$ cat src/rtl/seg_scan_if.sv
// Bundle between a display scan controller and whatever owns the digit data.
// The master side writes digits and sets display modes. The slave side drives the decoder and the anodes.
interface seg_scan_if #(
  parameter int NDIG = 8
) ();
  localparam int IW = (NDIG > 1) ? $clog2(NDIG) : 1;

  logic            en;
  logic            wr_en;
  logic [IW-1:0]   wr_idx;
  logic [3:0]      wr_data;
  logic            wr_blank;
  logic            lzs;
  logic [NDIG-1:0] blink_mask;
  logic [3:0]      seg_code;
  logic [NDIG-1:0] an_n;
  logic            frame_done;

  modport master (
    output en, wr_en, wr_idx, wr_data, wr_blank, lzs, blink_mask,
    input  seg_code, an_n, frame_done
  );

  modport slave (
    input  en, wr_en, wr_idx, wr_data, wr_blank, lzs, blink_mask,
    output seg_code, an_n, frame_done
  );
endinterface

$ cat src/rtl/seg_scan_ctrl.sv
// Time-multiplexed scan controller for a common-anode 7-segment display. It supports leading-zero suppression, per-digit blank and blink, and a guard gap between digits.
// Outputs are registered every cycle from the current state, so they trail the FSM state by one clock.
module seg_scan_ctrl #(
  parameter int NDIG      = 8,
  parameter int SCAN_DIV  = 1000,
  parameter int GAP_CYC   = 2,
  parameter int BLINK_DIV = 64
) (
  input  logic      clk,
  input  logic      rst_n,
  seg_scan_if.slave bus
);
  localparam int IW   = (NDIG > 1) ? $clog2(NDIG) : 1;
  localparam int CMAX = (SCAN_DIV > GAP_CYC) ? SCAN_DIV : GAP_CYC;
  localparam int CW   = (CMAX > 1) ? $clog2(CMAX) : 1;
  localparam int BW   = (BLINK_DIV > 1) ? $clog2(BLINK_DIV) : 1;

  localparam logic [CW-1:0] SCAN_LAST  = CW'(SCAN_DIV - 1);
  localparam logic [CW-1:0] GAP_LAST   = CW'((GAP_CYC > 0) ? GAP_CYC - 1 : 0);
  localparam logic [IW-1:0] PTR_LAST   = IW'(NDIG - 1);
  localparam logic [BW-1:0] BLINK_LAST = BW'(BLINK_DIV - 1);
  localparam logic          HAS_GAP    = (GAP_CYC > 0);

  typedef enum logic [1:0] {OFF, DRIVE, GAP} state_t;

  state_t          state_q;
  logic [IW-1:0]   ptr_q;
  logic [CW-1:0]   cnt_q;
  logic [BW-1:0]   frm_cnt_q;
  logic            phase_q;
  logic [3:0]      code_q [NDIG];
  logic [NDIG-1:0] blank_q;
  logic [3:0]      seg_code_q;
  logic [NDIG-1:0] an_n_q;
  logic            frame_done_q;

  logic [NDIG:0]   allz_d;
  logic [NDIG-1:0] hide_d;
  logic            slot_end_d;
  logic            gap_end_d;
  logic            frame_end_d;
  logic [IW-1:0]   ptr_next_d;
  logic            wr_ok_d;

  // allz_d[i]: every code from digit i upward is zero (leading-zero run)
  always_comb begin
    allz_d       = '0;
    allz_d[NDIG] = 1'b1;
    for (int i = NDIG - 1; i >= 0; i--) begin
      allz_d[i] = allz_d[i+1] && (code_q[i] == 4'h0);
    end
    hide_d = '0;
    for (int i = 0; i < NDIG; i++) begin
      hide_d[i] = blank_q[i] || (bus.blink_mask[i] && phase_q) ||
                  (bus.lzs && (i != 0) && allz_d[i]);
    end
  end

  always_comb begin
    slot_end_d  = (state_q == DRIVE) && (cnt_q == SCAN_LAST);
    gap_end_d   = (state_q == GAP) && (cnt_q == GAP_LAST);
    frame_end_d = bus.en && (ptr_q == PTR_LAST) && (HAS_GAP ? gap_end_d : slot_end_d);
    ptr_next_d  = (ptr_q == PTR_LAST) ? '0 : ptr_q + IW'(1);
    wr_ok_d     = bus.wr_en && (32'(bus.wr_idx) < 32'(NDIG));
  end

  always_ff @(posedge clk or negedge rst_n) begin
    if (!rst_n) begin
      blank_q <= '0;
      for (int i = 0; i < NDIG; i++) code_q[i] <= 4'h0;
    end else if (wr_ok_d) begin
      code_q[bus.wr_idx]  <= bus.wr_data;
      blank_q[bus.wr_idx] <= bus.wr_blank;
    end
  end

  always_ff @(posedge clk or negedge rst_n) begin
    if (!rst_n) begin
      state_q      <= OFF;
      ptr_q        <= '0;
      cnt_q        <= '0;
      frm_cnt_q    <= '0;
      phase_q      <= 1'b0;
      seg_code_q   <= 4'h0;
      an_n_q       <= '1;
      frame_done_q <= 1'b0;
    end else begin
      frame_done_q <= frame_end_d;
      if (!bus.en) begin
        state_q <= OFF;
        ptr_q   <= '0;
        cnt_q   <= '0;
        an_n_q  <= '1;
      end else begin
        an_n_q <= '1;
        if (state_q == DRIVE) begin
          seg_code_q <= code_q[ptr_q];
          if (!hide_d[ptr_q]) an_n_q <= ~(NDIG'(1) << ptr_q);
        end
        case (state_q)
          OFF: begin
            state_q <= DRIVE;
            ptr_q   <= '0;
            cnt_q   <= '0;
          end
          DRIVE: begin
            if (slot_end_d) begin
              cnt_q <= '0;
              if (HAS_GAP) state_q <= GAP;
              else         ptr_q   <= ptr_next_d;
            end else begin
              cnt_q <= cnt_q + CW'(1);
            end
          end
          GAP: begin
            if (gap_end_d) begin
              cnt_q   <= '0;
              state_q <= DRIVE;
              ptr_q   <= ptr_next_d;
            end else begin
              cnt_q <= cnt_q + CW'(1);
            end
          end
          default: state_q <= OFF;
        endcase
      end
      // Blink phase flips once every BLINK_DIV completed frames
      if (frame_end_d) begin
        if (frm_cnt_q == BLINK_LAST) begin
          frm_cnt_q <= '0;
          phase_q   <= ~phase_q;
        end else begin
          frm_cnt_q <= frm_cnt_q + BW'(1);
        end
      end
    end
  end

  assign bus.seg_code   = seg_code_q;
  assign bus.an_n       = an_n_q;
  assign bus.frame_done = frame_done_q;
endmodule

$ cat src/flat_wrapper.sv
// flat-port wrapper written by rule: the top's interface ports become plain ports
module seg_scan_ctrl_flat 
#(
  parameter int NDIG      = 8,
  parameter int SCAN_DIV  = 1000,
  parameter int GAP_CYC   = 2,
  parameter int BLINK_DIV = 64
)
  (clk, rst_n, bus_en, bus_wr_en, bus_wr_idx, bus_wr_data, bus_wr_blank, bus_lzs, bus_blink_mask, bus_seg_code, bus_an_n, bus_frame_done);
  seg_scan_if #(.NDIG(NDIG)) bus_i ();
  input  logic clk;
  input  logic rst_n;
  input wire logic [$bits(bus_i.en)-1:0] bus_en;
  input wire logic [$bits(bus_i.wr_en)-1:0] bus_wr_en;
  input wire logic [$bits(bus_i.wr_idx)-1:0] bus_wr_idx;
  input wire logic [$bits(bus_i.wr_data)-1:0] bus_wr_data;
  input wire logic [$bits(bus_i.wr_blank)-1:0] bus_wr_blank;
  input wire logic [$bits(bus_i.lzs)-1:0] bus_lzs;
  input wire logic [$bits(bus_i.blink_mask)-1:0] bus_blink_mask;
  output wire logic [$bits(bus_i.seg_code)-1:0] bus_seg_code;
  output wire logic [$bits(bus_i.an_n)-1:0] bus_an_n;
  output wire logic [$bits(bus_i.frame_done)-1:0] bus_frame_done;
  assign bus_i.en = bus_en;
  assign bus_i.wr_en = bus_wr_en;
  assign bus_i.wr_idx = bus_wr_idx;
  assign bus_i.wr_data = bus_wr_data;
  assign bus_i.wr_blank = bus_wr_blank;
  assign bus_i.lzs = bus_lzs;
  assign bus_i.blink_mask = bus_blink_mask;
  assign bus_seg_code = bus_i.seg_code;
  assign bus_an_n = bus_i.an_n;
  assign bus_frame_done = bus_i.frame_done;
  seg_scan_ctrl #(.NDIG(NDIG), .SCAN_DIV(SCAN_DIV), .GAP_CYC(GAP_CYC), .BLINK_DIV(BLINK_DIV)) u_core (.clk(clk), .rst_n(rst_n), .bus(bus_i));
endmodule
$ cat config.mk
export PLATFORM = sky130hd
export DESIGN_NAME = seg_scan_ctrl_flat
export DESIGN_NICKNAME = d
export VERILOG_FILES = /design/src/rtl/seg_scan_if.sv /design/src/rtl/seg_scan_ctrl.sv /design/src/flat_wrapper.sv
export SDC_FILE = /design/constraint.sdc
export NUM_CORES = 1
export LEC_CHECK = 0
export ABC_AREA = 1
export BUFFER_PORTS_ARGS = -buffer_cell sky130_fd_sc_hd__buf_4
export CAP_MARGIN = 10
export CORE_ASPECT_RATIO = 1.5
export CORE_MARGIN = 2
export CORE_UTILIZATION = 50
export DETAILED_ROUTE_END_ITERATION = 16
export PLACE_DENSITY = 0.69
export SYNTH_ARGS = -nofsm -noshare
export SYNTH_HDL_FRONTEND = slang
export SYNTH_SLANG_ARGS = --single-unit
$ cat constraint.sdc
create_clock -name clk -period 2.1 [get_ports clk]
set_input_delay 0.21 -clock clk [delete_from_list [all_inputs] [get_ports clk]]
set_output_delay 0.21 -clock clk [all_outputs]
set_load 0.02 [all_outputs]
After elaboration in Yosys (flattened, before gate mapping)
Index checks and enable logic that the tools add are counted.
{"block": "totals", "ff_bits": 75, "in_bits": 21, "output_inout_bits": 13, "wordCells": 122}
{"block": "op_classes", "n_addsub": 3, "order_cmp": 6, "n_eq_ne": 10, "shifts": 1, "muxes": 27, "bitwise_logic": 4, "reduce_logical": 54}
{"cell": "bitwise mux 32 bit", "n": 1}
{"cell": "2-to-1 mux 10 bit", "n": 3}
{"cell": "one-hot mux 10 bit (3 select lines)", "n": 1}
{"cell": "zero test 4 bit", "n": 7}
{"cell": "logical AND 1 bit", "n": 27}
{"cell": "2-to-1 mux 8 bit", "n": 3}
{"cell": "logical OR 1 bit", "n": 15}
{"cell": "binary-select mux 4 bit (select 3 bit)", "n": 1}
{"cell": "demux 4 bit (select 3 bit)", "n": 1}
{"cell": "2-to-1 mux 4 bit", "n": 3}
{"cell": "adder 10 x 1 -> 10 bit (second input constant)", "n": 1}
{"cell": "equality test 10 x 1 -> 1 bit (second input constant)", "n": 1}
{"cell": "equality test 10 bit (second input constant)", "n": 1}
{"cell": "2-to-1 mux 3 bit", "n": 3}
{"cell": "bitwise mux 8 bit", "n": 1}
{"cell": "greater-or-equal comparator 4 bit (second input constant)", "n": 2}
{"cell": "< comparator 3 x 4 -> 1 bit (second input constant)", "n": 2}
{"cell": "inverter 3 -> 4 bit", "n": 2}
{"cell": "inverter 8 bit", "n": 1}
{"cell": "AND reduction 2 bit", "n": 4}
{"cell": "<< shifter 1 x 3 -> 8 bit (first input constant)", "n": 1}
{"cell": "adder 6 x 1 -> 6 bit (second input constant)", "n": 1}
{"cell": "equality test 6 bit (second input constant)", "n": 1}
{"cell": "2-to-1 mux 2 bit", "n": 3}
{"cell": "17 further kinds", "n": 19}

Logic depth before layout (Yosys ltp)
{"block": "logic_depth", "ltp_word": 14, "mapped_depth": 11}

Worst setup path before layout
OpenSTA, ideal clock, no wires.
{"block": "synth_path", "kind": "register -> register", "start": "register u_core.state_q[0]", "end": "register u_core.frm_cnt_q[2]", "setup_ns": 0.123, "arrival_time_ns": 1.397, "required_ns": 1.977, "slack_ns": 0.581, "stages_incl_launch_ff": 11, "path_buffers": 0, "synth_period_minus_slack_ns": 1.519, "path_cell_list": "dfrtp_1 inv_1 ha_1 inv_2 nor2_2 nand4_2 nor2_4 nand3_4 inv_2 nand2_1 xnor2_1"}
{"block": "synth_via", "elab_chain_cells": 3}
{"element": "start, declared", "line_no": "seg_scan_ctrl.sv:26", "text": "state_t state_q;"}
{"element": "start signal, assigned", "line_no": "seg_scan_ctrl.sv:79", "text": "state_q <= OFF;"}
{"element": "start signal, assigned", "line_no": "seg_scan_ctrl.sv:90", "text": "state_q <= OFF;"}
{"element": "start signal, assigned", "line_no": "seg_scan_ctrl.sv:102", "text": "state_q <= DRIVE;"}
{"element": "equality test 2 bit", "line_no": "seg_scan_ctrl.sv:61", "text": "gap_end_d = (state_q == GAP) && (cnt_q == GAP_LAST);"}
{"element": "logical AND 1 bit", "line_no": "seg_scan_ctrl.sv:61"}
{"element": "logical AND 1 bit", "line_no": "seg_scan_ctrl.sv:62", "text": "frame_end_d = bus.en && (ptr_q == PTR_LAST) && (HAS_GAP ? gap_end_d : slot_end_d);"}
{"element": "named net u_core.frame_end_d", "line_no": "seg_scan_ctrl.sv:41", "text": "logic frame_end_d;"}
{"element": "end signal, assigned", "line_no": "seg_scan_ctrl.sv:133", "text": "frm_cnt_q <= frm_cnt_q + BW'(1);"}
{"element": "end, declared", "line_no": "seg_scan_ctrl.sv:29", "text": "logic [BW-1:0] frm_cnt_q;"}
The timed path passes the listed nets, and every way through them passes these cells.
A chain may end at the register's enable or synchronous reset.

Worst setup path in the final report
{"block": "layout_path", "start": "register u_core.state_q[0]", "end": "register u_core.cnt_q[6]"}
{"block": "layout_via", "elab_chain_cells": 5}
{"element": "equality test 2 bit or equality test 2 x 1 -> 1 bit (tied branches)", "line_no": "seg_scan_ctrl.sv:61, seg_scan_ctrl.sv:100, seg_scan_ctrl.sv:60"}
{"element": "logical AND 1 bit (on tied branches)", "line_no": "seg_scan_ctrl.sv:61, seg_scan_ctrl.sv:60"}
{"element": "2-to-1 mux 10 bit (on tied branches)", "line_no": "seg_scan_ctrl.sv:116, seg_scan_ctrl.sv:107"}
{"element": "one-hot mux 10 bit (3 select lines)", "line_no": "seg_scan_ctrl.sv:100", "text": "case (state_q)"}
{"element": "2-to-1 mux 10 bit", "line_no": "seg_scan_ctrl.sv:89", "text": "if (!bus.en) begin"}
{"element": "end signal, assigned", "line_no": "seg_scan_ctrl.sv:112", "text": "cnt_q <= cnt_q + CW'(1);"}
{"element": "end signal, assigned", "line_no": "seg_scan_ctrl.sv:121", "text": "cnt_q <= cnt_q + CW'(1);"}
{"element": "end, declared", "line_no": "seg_scan_ctrl.sv:28", "text": "logic [CW-1:0] cnt_q;"}
Several ways; a longest one is shown, not always the timed one.

==> results.md <==
* Xor and xnor area share after synthesis at 0.01870
* Vias/cell at 5.232
* Clock power frac at 0.336
* Worst slew pin tran at 0.5999 ns
* Psw at 1.225 mW
* DP Wirelength at 6.074 mm
* Initial antenna violation count at 0
* CP max stage delay at 0.40 ns
* IO Pins at 34
* Switching Fraction at 0.3053
* Post-CTS Hold Buffers at 1
* Max-Slew Margin vs Limit at 0.5979
* Placed insts at 581
* Critical Path Sink: u_core.cnt_q[6]
* Fin. Hold Viols at 0
* Mux share of post-synthesis cell area at 0
* Reg power frac at 0.448
* Drt drc at 0
* EDFF count, synth at 0
* Die area at 8218 um^2
* CTS H-Tree Depth at 3
* Port Buffers at 33
* Largest family of logic cells by synthesized area: simple AND/OR/NAND/NOR gates
* Crit-path cells: inv_1, ha_1, inv_2, nor2_2, nand4_2, o21ai_0, a21oi_2, nand2_2, o21ai_0
* WL met3 at 362 um
* Hold Path Class: in2reg
* Final setup fails at 0
* Crit path kind: reg2reg
* Grt total ovfl at 0
* Total number of vias at between 3,000 and 4,000
* Cell taking the most area after synthesis: dfrtp_1
* Fin crit share at 0.8382
* Slowest stage cell on the critical path: dfrtp_1
* Max-cap violation count at 0
* Synth-to-Final Area Change at 17.50%
* Pleak at 2.099 nW
* Synth Cell Area at 3747 um^2
* Highest metal layer with signal wires: met4
* Largest net degree at the start of global routing at 50
* Vias in the first global route at 2,898
* R2r setup slk at 0.34 ns
* Critical Path RT at about 2.4 ns
* Clk slew on worst S/H paths at around 0.08 ns
* Mapped Avg Cell Area at around 8.4 um^2
* Share of the synthesized area in the top cell type at 0.4474
* RSZ-0062 raised after global routing: false
* Net count after synthesis at 482
* Starting DRT DRC Count at 222
* Post-route ant nets at 0
* Synth warn at 0
* Top post-synthesis cells by area: dfrtp_1, nand2_1, o21ai_0
* Post-Syn Instances at 448
* Int Pwr at 2.787 mW
* GP Congestion at 0.9177
* Clock Tree Buf Depth at 2
* R2R Path End: u_core.cnt_q[6]
* First-pass GRT wire length at 13.66 mm
* Slew Limit Fails at 0
* Worst skew pair latency at between 0.3 and 0.4 ns
* Initial Util at 0.5151
* Post-route setup TNS at 0 ns
* Main flop type after synthesis: dfrtp_1
* Synth Area in Compound Gates at 0.1559
* Post_cts resized at 0
* Die Height at 110.0 um
* Clk Tree Root Cell: clkbuf_8
* Seq/Total Area, Yosys at 0.5035
* Worst reg2reg path depth at 9
* Die Span X at 74.69 um
* Fin util at 0.6053
* Outcome: finished clean
* # diodes at 0
* Layout cells sized above 1 at 0.1586
* RR Startpoint: u_core.state_q[0]
* WP data arrival at between 2 and 2.5 ns
* VDD IR-drop max at 0.0005390 V
* Fmax at roughly 0.57 GHz
* Power share of the combinational group at 0.216
* PwrDens at 911.2 nW/um^2
* DRT Wirelength at around 8.4 mm
* Synth Area in Simple Gates at 0.2214
* Crit Path Max Fanout at 9
* Most used cell, CP: o21ai_0
* 1st-pass router iterations at 4
* GRT Total Usage at 0.2258
* Worst Setup Start Kind: flip-flop
* Setup Fix Bufs, Post-CTS at 0
* Post-Synth Adder-Cell Area at 0.04341
* Std cell rows at 38
* CTS buffer count at 9
* WL/cell at ~14 um
* FILL cells at 660
* Core Area at 7274 um^2
* Fin cells at 598
* Final #Nets at around 530
* Crit path from: u_core.state_q[0]
* CTS tree: done
* Asr flop ratio synth at 1.000
* CTS Sinks at 75
* Final min period at 1.760 ns
* Clock Skew at 0.004868 ns
* Critical Path End Type: flip-flop
* Synth cell types at 37
* DR WL met2 at just over 4 mm
* M1 wire length at 3.739 mm
* Synthesized flop and latch total at 75
==> flip-flops by register name (all words and copies together), names as in the netlist <==
| register | count |
|---|---|
| u_core.bus.seg_code | 4 |
| u_core.code_q | 32 |
| u_core.ptr_q | 3 |
| u_core.phase_q | 1 |
| u_core.state_q | 2 |
| u_core.blank_q | 8 |
| u_core.bus.frame_done | 1 |
| u_core.frm_cnt_q | 6 |
| u_core.cnt_q | 10 |
| u_core.bus.an_n | 8 |
==> power by group through the flow <==
stage	Sequential [mW]	Combinational [mW]	Clock, mW
6_report	1.80	0.866	1.35
5_1_grt	1.82	0.982	1.43
4_1_cts	1.79	0.873	1.37
3_5_place_dp	1.82	0.869	0
3_3_place_gp	1.81	0.849	0
2_1_floorplan	1.82	0.538	0
==> metal layers <==
layer	vias to the layer above	GRT usage
li1	1569	-
met1	1476	0.2975
met2	66	0.3552
met3	18	0.05545
met4	0	0.09311
met5	-	0
==> per-stage QoR <==
step | total power, mW | cell area (um^2) | setup WS (ns) | hold WS [ns]
floorplan | 2.361 | 3747 | 0.5809 | -0.08559
global placement | 2.664 | 4151 | 0.4717 | 0.1475
detailed placement | 2.689 | 4151 | 0.3547 | 0.1499
CTS | 4.037 | 4403 | 0.3462 | 0.06296
global route | 4.235 | 4403 | 0.1415 | 0.07594
finish | 4.012 | 4403 | 0.3398 | 0.06997
==> final cells by class <==
type / count / area (um^2) / share of cell area
clock buffers: 11 / 141.4 / 0.03211
clock inverters: 5 / 100.1 / 0.02273
inverters: 50 / 187.7 / 0.04263
multi-input cells: 317 / 1647 / 0.3740
flip-flops and latches: 75 / 1887 / 0.4285
well taps: 100 / 125.1 / 0.02842
repair buffers: 40 / 315.3 / 0.07161
==> logic make-up (layout without fill, tap and decap cells) <==
logic type,after synthesis,count (layout)
XOR/XNOR,8,8
adder cells (fa/ha/maj),13,13
buffers and inverters,56,106
AO/OA/AOI/OAI,108,108
flip-flops,75,75
AND/OR/NAND/NOR,188,188
==> worst min path at each step <==
stage | from | end | slack, ns | cells past startpoint
floorplan | rst_n | u_core.blank_q[0] | -0.09 | 0
global placement | rst_n | u_core.code_q[30] | 0.15 | 1
detailed placement | rst_n | u_core.code_q[20] | 0.15 | 1
CTS | bus_wr_data[1] | u_core.code_q[1] | 0.06 | 3
global route | bus_wr_data[0] | u_core.code_q[0] | 0.08 | 3
finish | bus_wr_data[0] | u_core.code_q[0] | 0.07 | 3
==> synth_stat cells, types with 2 or more instances <==
library cell / n
nand4_1: 5
nand3_1: 16
buf_2: 2
nor3_1: 4
inv_1: 47
a211oi_1: 2
a21oi_1: 18
o211ai_1: 2
inv_2: 3
nor2_2: 3
o221ai_1: 4
a31oi_1: 2
dfrtp_1: 67
nor3_2: 2
nor4_1: 2
nand2_1: 107
ha_1: 13
clkbuf_1: 3
o21ai_0: 71
xnor2_1: 2
o21ai_1: 2
xor2_1: 6
dfstp_2: 8
o22ai_1: 3
nor2_1: 42
==> placed cells by master, fill, tap and decap left out, types with 3 or more instances in the layout <==
cell / synthesis / routed
o22ai_1: 3 / 3
ha_1: 13 / 13
o221ai_1: 4 / 4
bufinv_16: 0 / 3
dfstp_2: 8 / 8
o21ai_0: 71 / 71
a21oi_1: 18 / 18
inv_1: 47 / 47
nor2_2: 3 / 3
clkbuf_8: 0 / 10
xor2_1: 6 / 6
nand4_1: 5 / 5
nor3_1: 4 / 4
nor2_1: 42 / 42
nand3_1: 16 / 16
nand2_1: 107 / 107
dfrtp_1: 67 / 67
buf_4: 0 / 38
inv_2: 3 / 3
==> worst max-delay path, delay by kind of cell, from the launching register on <==
kind / cells / cell delay (ns)
AOI/OAI and AO/OA: 3 / 0.56
adders and majority gates: 1 / 0.24
buffers and inverters: 2 / 0.16
DFF: 1 / 0.40
and+or+nand+nor: 3 / 0.31
(Power assumes the default switching activity.)
